`src/rtl/decode_stage.sv`:
```
// Registered instruction-decode stage with a one-entry skid buffer and flush.
// Decoded fields are taken combinationally from the OUT instruction register.
module decode_stage #(
  parameter int DATA_WIDTH = 32,
  parameter int PC_WIDTH   = 27
) (
  input  logic                  clk,
  input  logic                  reset,
  input  logic                  flush,
  input  logic                  in_valid,
  output logic                  in_ready,
  input  logic [31:0]           instr,
  input  logic [PC_WIDTH-1:0]   in_pc,
  output logic                  out_valid,
  input  logic                  out_ready,
  output logic [PC_WIDTH-1:0]   out_pc,
  output logic [3:0]            instr_op,
  output logic [3:0]            alu_op,
  output logic [2:0]            branch_op,
  output logic [DATA_WIDTH-1:0] const_alu,
  output logic [DATA_WIDTH-1:0] const16,
  output logic [DATA_WIDTH-1:0] const16u,
  output logic [DATA_WIDTH-1:0] const27,
  output logic [3:0]            areg,
  output logic [3:0]            breg,
  output logic [3:0]            dreg,
  output logic                  he,
  output logic                  oe,
  output logic                  sig,
  output logic [15:0]           drop_count
);

  // state   | meaning
  // S_EMPTY | nothing held (skid_valid=0, out_valid=0)
  // S_ONE   | OUT holds an instruction, SKID empty
  // S_FULL  | OUT and SKID both hold instructions, input stalled
  typedef enum logic [1:0] {
    S_EMPTY = 2'd0,
    S_ONE   = 2'd1,
    S_FULL  = 2'd2
  } state_t;

  state_t r_state;
  state_t w_state_nxt;
  logic   r_in_ready;

  logic [31:0]         r_out_instr;
  logic [PC_WIDTH-1:0] r_out_pc;
  logic [31:0]         r_skid_instr;
  logic [PC_WIDTH-1:0] r_skid_pc;
  logic [15:0]         r_drop_count;

  logic        w_out_valid;
  logic        w_skid_valid;
  logic        w_accept;
  logic        w_deliver;
  logic        w_out_free;
  logic        w_out_from_skid;
  logic        w_load_out;
  logic        w_load_skid;
  logic [1:0]  w_occ;
  logic [1:0]  w_occ_nxt;
  logic [1:0]  w_drop_inc;
  logic [16:0] w_drop_sum;

  // State register; in_ready is registered from the next state so it never
  // depends combinationally on out_ready.
  always_ff @(posedge clk) begin
    if (reset) begin
      r_state    <= S_EMPTY;
      r_in_ready <= 1'b0;
    end else begin
      r_state    <= w_state_nxt;
      r_in_ready <= (w_state_nxt != S_FULL);
    end
  end

  // Next state follows occupancy: entries held - delivered + accepted.
  always_comb begin
    w_state_nxt = r_state;
    w_occ       = {1'b0, w_out_valid} + {1'b0, w_skid_valid};
    w_occ_nxt   = w_occ - {1'b0, w_deliver} + {1'b0, w_accept};
    if (flush) begin
      w_state_nxt = S_EMPTY;
    end else begin
      case (w_occ_nxt)
        2'd0:    w_state_nxt = S_EMPTY;
        2'd1:    w_state_nxt = S_ONE;
        default: w_state_nxt = S_FULL;
      endcase
    end
  end

  always_comb begin
    w_out_valid     = (r_state != S_EMPTY);
    w_skid_valid    = (r_state == S_FULL);
    w_accept        = in_valid && r_in_ready;
    w_deliver       = w_out_valid && out_ready;
    w_out_free      = !w_out_valid || out_ready;
    w_out_from_skid = w_out_free && w_skid_valid;
    w_load_out      = w_out_free && (w_skid_valid || w_accept);
    w_load_skid     = w_accept && (!w_out_free || w_skid_valid);
  end

  always_ff @(posedge clk) begin
    if (reset) begin
      r_out_instr  <= 32'h0;
      r_out_pc     <= '0;
      r_skid_instr <= 32'h0;
      r_skid_pc    <= '0;
    end else if (!flush) begin
      if (w_load_out) begin
        r_out_instr <= w_out_from_skid ? r_skid_instr : instr;
        r_out_pc    <= w_out_from_skid ? r_skid_pc    : in_pc;
      end
      if (w_load_skid) begin
        r_skid_instr <= instr;
        r_skid_pc    <= in_pc;
      end
    end
  end

  // A handshaken OUT entry counts as delivered even under flush.
  always_comb begin
    w_drop_inc = {1'b0, (w_out_valid && !out_ready)} + {1'b0, w_skid_valid}
               + {1'b0, w_accept};
    w_drop_sum = {1'b0, r_drop_count} + {15'b0, w_drop_inc};
  end

  always_ff @(posedge clk) begin
    if (reset) begin
      r_drop_count <= 16'h0;
    end else if (flush) begin
      r_drop_count <= w_drop_sum[16] ? 16'hFFFF : w_drop_sum[15:0];
    end
  end

  assign in_ready   = r_in_ready;
  assign out_valid  = w_out_valid;
  assign out_pc     = r_out_pc;
  assign drop_count = r_drop_count;

  assign instr_op  = r_out_instr[31:28];
  assign alu_op    = r_out_instr[27:24];
  assign branch_op = r_out_instr[3:1];
  assign areg      = r_out_instr[11:8];
  assign breg      = r_out_instr[7:4];
  assign dreg      = r_out_instr[3:0];
  assign he        = r_out_instr[8];
  assign oe        = r_out_instr[0];
  assign sig       = r_out_instr[0];

  assign const_alu = {{(DATA_WIDTH-16){r_out_instr[23]}}, r_out_instr[23:8]};
  assign const16   = {{(DATA_WIDTH-16){r_out_instr[27]}}, r_out_instr[27:12]};
  assign const16u  = {{(DATA_WIDTH-16){1'b0}}, r_out_instr[27:12]};
  assign const27   = {{(DATA_WIDTH-27){1'b0}}, r_out_instr[27:1]};

endmodule

```
`config.mk`:
```
export PLATFORM = sky130hd
export DESIGN_NAME = decode_stage
export DESIGN_NICKNAME = d
export VERILOG_FILES = /design/src/rtl/decode_stage.sv
export SDC_FILE = /design/constraint.sdc
export NUM_CORES = 1
export LEC_CHECK = 0
export CAP_MARGIN = 20
export CORE_MARGIN = 1
export CORE_UTILIZATION = 40
export DETAILED_ROUTE_END_ITERATION = 10
export HOLD_SLACK_MARGIN = 0.03
export PLACE_DENSITY = 0.78
export SETUP_SLACK_MARGIN = 0.02
export SYNTH_ARGS = -nofsm -noshare
export SYNTH_HDL_FRONTEND = slang
export SYNTH_SLANG_ARGS = --single-unit
```
`constraint.sdc`:
```
create_clock -name clk -period 3 [get_ports clk]
set_input_delay 0.9 -clock clk [delete_from_list [all_inputs] [get_ports clk]]
set_output_delay 0.9 -clock clk [all_outputs]
set_load 0.005 [all_outputs]
```
== Yosys cells after proc, flatten, opt, wreduce, memory -nomap -nowiden ==
Index checks and enable logic that the tools add are counted.
Storage, ports and cells
  output and inout port bits: 199
  bits in writable memories: 0
  register bits after elaboration: 137
  memory bits (read-only): 0
  logic and storage cells: 38
  memories kept: 0
  bits in latches: 0
Cells by class
  magnitude comparators: 0
  add/sub/neg operators: 6
  equality and inequality tests: 3
  reductions and logical operators: 16
  div/mod/pow operators: 0
  shift-type cells: 0
  multiplexer cells: 5
  multiply operators: 0
  bitwise operators: 1
Operator list (count)
  2-to-1 mux 32 bit: 1
  2-to-1 mux 27 bit: 1
  adder 16 x 2 -> 17 bit: 1
  2-to-1 mux 16 bit: 1
  logical AND 1 bit: 6
  adder 1 x 1 -> 2 bit: 2
  adder 2 x 1 -> 2 bit: 2
  case mux 2 bit (2 select lines): 1
  AND reduction 2 bit: 2
  logical NOT 1 bit: 3
  logical OR 1 bit: 3
  == test 2 x 1 -> 1 bit (second input constant): 1
  == test 2 bit (second input constant): 1
  logical NOT 2 bit: 1
  2-to-1 mux 2 bit: 1
  inequality test 2 bit (second input constant): 1
  nonzero test 2 bit: 1
  subtractor 2 x 1 -> 2 bit: 1
  inverter 1 bit: 1

== Longest topological paths before layout ==
Gate-level depths: netlist of the first run.
  word-level depth: 8
  mapped depth: 12
  mapped depth without buffers: 10

== Worst setup path before layout of the first run ==
OpenSTA, ideal clock, no wires.
  kind: input port to flip-flop
  start point: in out_ready
  end point: reg r_drop_count[12] (netlist: drop_count[12])
  data arrival time: 2.853 ns
  data required time: 2.872 ns
  cell stages on the path: 10
  slack: 0.019 ns
  library setup time: 0.128 ns
  path buffers: 2
  cells stage by stage: buf_2 -> o21ba_2 -> ha_1 -> ha_1 -> fa_1 -> and3_1 -> clkbuf_1 -> and4bb_2 -> mux2i_1 -> nor2_1
Between the ends
  word-level cells in the longest chain between the ends: 6
Ends and longest elaborated chain
  start, declared: RTL line 15  | input logic out_ready,
  logical NOT 1 bit: RTL line 125  | w_drop_inc = {1'b0, (w_out_valid && !out_ready)} + {1'b0, w_skid_valid}
  logical AND 1 bit: RTL line 125
  adder 1 x 1 -> 2 bit: RTL line 125
  adder 2 x 1 -> 2 bit: RTL line 126  | + {1'b0, w_accept};
  adder 16 x 2 -> 17 bit: RTL line 127  | w_drop_sum = {1'b0, r_drop_count} + {15'b0, w_drop_inc};
  2-to-1 mux 16 bit: RTL line 134  | r_drop_count <= w_drop_sum[16] ? 16'hFFFF : w_drop_sum[15:0];
  end signal, assigned: RTL line 134
  end, declared: RTL line 51  | logic [15:0] r_drop_count;
No other way between the ends.
A chain may end at the register's enable or synchronous reset.

== Worst setup path in the final report of the first run ==
  start point: reg r_state[0]
  end point: out out_valid
Between the ends
  word-level cells in the longest chain between the ends: 1
Ends and longest elaborated chain
  start, declared: RTL line 43  | state_t r_state;
  start signal, assigned: RTL line 73  | r_state <= w_state_nxt;
  nonzero test 2 bit: RTL line 95  | w_out_valid = (r_state != S_EMPTY);
  end, declared: RTL line 14  | output logic out_valid,
No other way between the ends.

==> results of run 1 <==
-- power breakdown --
| part | switching [mW] | internal, mW | leakage (nW) |
|---|---|---|---|
| Sequential | 0.0672 | 1.90 | 1.11 |
| Clock | 0.702 | 1.24 | 0.260 |
| Combinational | 0.292 | 0.429 | 1.70 |
| Total | 1.06 | 3.56 | 3.07 |
-- cell usage after synthesis, drive strengths merged (2+ instances only) --
cell type  count
nor2b          2
ha             4
fa             2
a21oi         75
nand2        187
inv            4
a311oi        59
xor2           5
nor4           4
nand4          6
dfxtp        137
nor2          65
a211oi         2
and3           2
nand3         62
clkbuf        47
xnor2          7
nor3           3
mux2i          4
buf          140
-- cells by family after synthesis --
family / after synthesis / share of synthesized area [%]
DFF: 137 / 41.7
and+or+nand+nor: 338 / 21.7
xor gates and xnor gates: 12 / 1.60
muxes: 4 / 0.609
buffers and inverters: 191 / 18.3
adders and majority gates: 6 / 1.37
other: 1 / 0.0571
AOI/OAI and AO/OA: 141 / 14.6
-- critical path: cells and delay by family, from the launching register on --
family	cells	cell delay (ns)
and+or+nand+nor	1	0.44
buffers and inverters	2	0.58
DFF	1	0.39
-- registers in the layout (all words and copies together), names as in the netlist --
register / cells
drop_count: 16
in_ready: 1
out_pc: 27
r_out_instr: 32
r_skid_instr: 32
r_skid_pc: 27
r_state: 2
-- through the flow --
stage	setup slack (ns)	instances	power, mW	hold WS, ns	area (µm²)
detailed placement	0.118	1137	2.73	0.447	8360
CTS	0.264	1163	4.69	0.454	8900
floorplan	0.0763	850	2.39	0.437	6650
global route	0.181	1163	4.84	0.471	8900
finish	0.287	1164	4.62	0.453	8900
global placement	0.111	1137	2.71	0.442	8360
-- per-layer routing --
layer  global-route usage, %  share of wire (%)  vias to the layer above
met5                       0                  0                        -
met4                    7.11                1.1                        0
met3                    4.02                6.5                       16
met2                    32.4                 50                      218
met1                    23.1                 43                     2677
li1                        -                  -                     2891
-- final cells by class --
class,instances,area (µm²),share of cell area [%]
inverters,4,15.0,0.169
clock buffers,22,464,5.22
multi-input cells,522,2740,30.8
well taps,216,270,3.04
diodes,1,2.50,0.0281
clock inverters,4,72.6,0.815
repair buffers,258,2590,29.2
flip-flops and latches,137,2740,30.8
-- placed cells by master (no fill, tap or decap), types with 2 or more instances in the layout --
cell type,instances
clkdlybuf4s50_1,239
nand2_1,186
dfxtp_1,137
a21oi_1,75
nor2_1,65
nand3_1,62
a311oi_1,59
conb_1,21
clkbuf_16,17
buf_4,13
xnor2_1,7
nand4_1,5
xor2_1,5
buf_12,5
nor4_1,4
mux2i_1,4
ha_1,4
inv_1,3
nor3_1,3
clkbuf_1,3
clkbuf_8,2
bufinv_16,2
-- worst paths after layout --
kind | slack, ns | startpoint | to | depth (start not counted)
setup reg to reg | 0.54 | r_state[0]$_SDFF_PP0_ | drop_count[12]$_SDFFE_PP0P_ | 10
hold / removal | 0.45 | r_skid_pc[3]$_SDFFE_PP0P_ | r_skid_pc[3]$_SDFFE_PP0P_ | 2
hold reg to reg | 0.45 | r_skid_pc[3]$_SDFFE_PP0P_ | r_skid_pc[3]$_SDFFE_PP0P_ | 2
setup / recovery | 0.29 | r_state[0]$_SDFF_PP0_ | out_valid | 3
==> results.yml, run 1 <==
global_routing:
  track_usage_pct: 18.9
  grt_max_degree: 80
  grt_pass1_wl_mm: 25.2
  antenna_found_initial: 0
  grt_pass1_vias: 5090
  overflow: 0
synthesis:
  syn_inst: 830
  syn_avg_cell_area_um2: 7.92
  synth-edff-count: 0
  ys_seq_area_share_pct: 41.7
  synth_cell_type_count: 40
  ys.flop_type: "dfxtp_1"
  synth.ff_latch_count: 137
  yosys_warnings: 0
  synth_top_area_share_pct: 41.7
  async_flop_share_pct: 0
  synth_area_um2: 6570
  synth_top_area_cell: "dfxtp_1"
  netlist_top_cells_area: "dfxtp_1, buf_4, nand2_1"
status:
  status: "finished, final reports clean"
clock_network:
  cts_setup_buffers: 0
  clkSlewWorstSetupHoldPaths_ns: 0.05
  ctsHoldBuffers: 0
  cts_root_buffer: "clkbuf_16"
  cts-resized-gates: 0
  cts.sinks: 137
  cts_made_buffers: 17
  clk_latency_ns: 0.41
  ctsLongestPathBuffers: 2
  htreeDepth: 4
  cts_tree: "done"
timing:
  fmax_ghz: 0.369
  finalSetupViolCount: 0
  finalCritPeriodShare_pct: 90.4
  finalClockSkew_ns: 0.00551
  drv_slew: 0
  max_slew.worst_pin.slew_ns: 0.760
  relSlewSlack_pct: 49.3
  hold_viol: 0
  fin_setup_tns_ns: 0
  grt_setup_unrepaired: "false"
  fin_crit_ns: 2.71
setup_path:
  crit_type: "reg2out"
  cp.arrival_ns: 1.81
  cp-end-kind: "output port"
  crit_required_ns: 2.10
  cpPeakStageDelay_ns: 0.50
  crit_chain: "nor2_1 > inv_1 > clkdlybuf4s50_1"
  crit_path_start_kind: "flop"
  cp_max_fo: 5
  critPathSlowestCell: "clkdlybuf4s50_1"
pwr:
  power_leakage_nw: 3.07
  powerDensity_nw_per_um2: 519
  ir_drop_mv: 0.348
routing:
  vias: 5802
  wire_per_inst_um: 14.0
  drt_iter0_drc: 351
  totalWireLength_mm: 16.2
  drc: 0
  ant_nets: 0
  drtPass1Iterations: 5
  vias_per_cell: 4.98
floorplanning:
  start_util_pct: 41.2
  dieHeight_um: 130
  design.core.area_um2: 15900
  die_w_um: 130
  ioPinCount: 263
  die_area_um2: 16900
  fp-row-count: 46
placement:
  numPortBuffers: 241
  place_hpwl_mm: 10.5
  routabilityCongestion: 0.758
cells_and_area:
  nets: 1010
  drive_gt1_share_pct: 5.81
  final_util_pct: 55.8
  area_delta_synth_final_pct: 35.5
  num-fill-cells: 1449
hold_path:
  hp-class: "reg2reg"
run:
  max_cap_viol_count: 0
No activity file was read; power rests on OpenSTA's default activity.
==> inputs of run 2 (changes only) <==
Settings changed: CTS_CLUSTER_DIAMETER from default to 200.
==> results of run 2 <==
Same layout as run 1: the final DEF is identical, and so are final timing and power.
==> inputs of run 3 (changes only) <==
Settings changed: GPL_ROUTABILITY_DRIVEN from default to 0.
==> results of run 3 <==
Same layout as run 1: the final DEF is identical, and so are final timing and power.
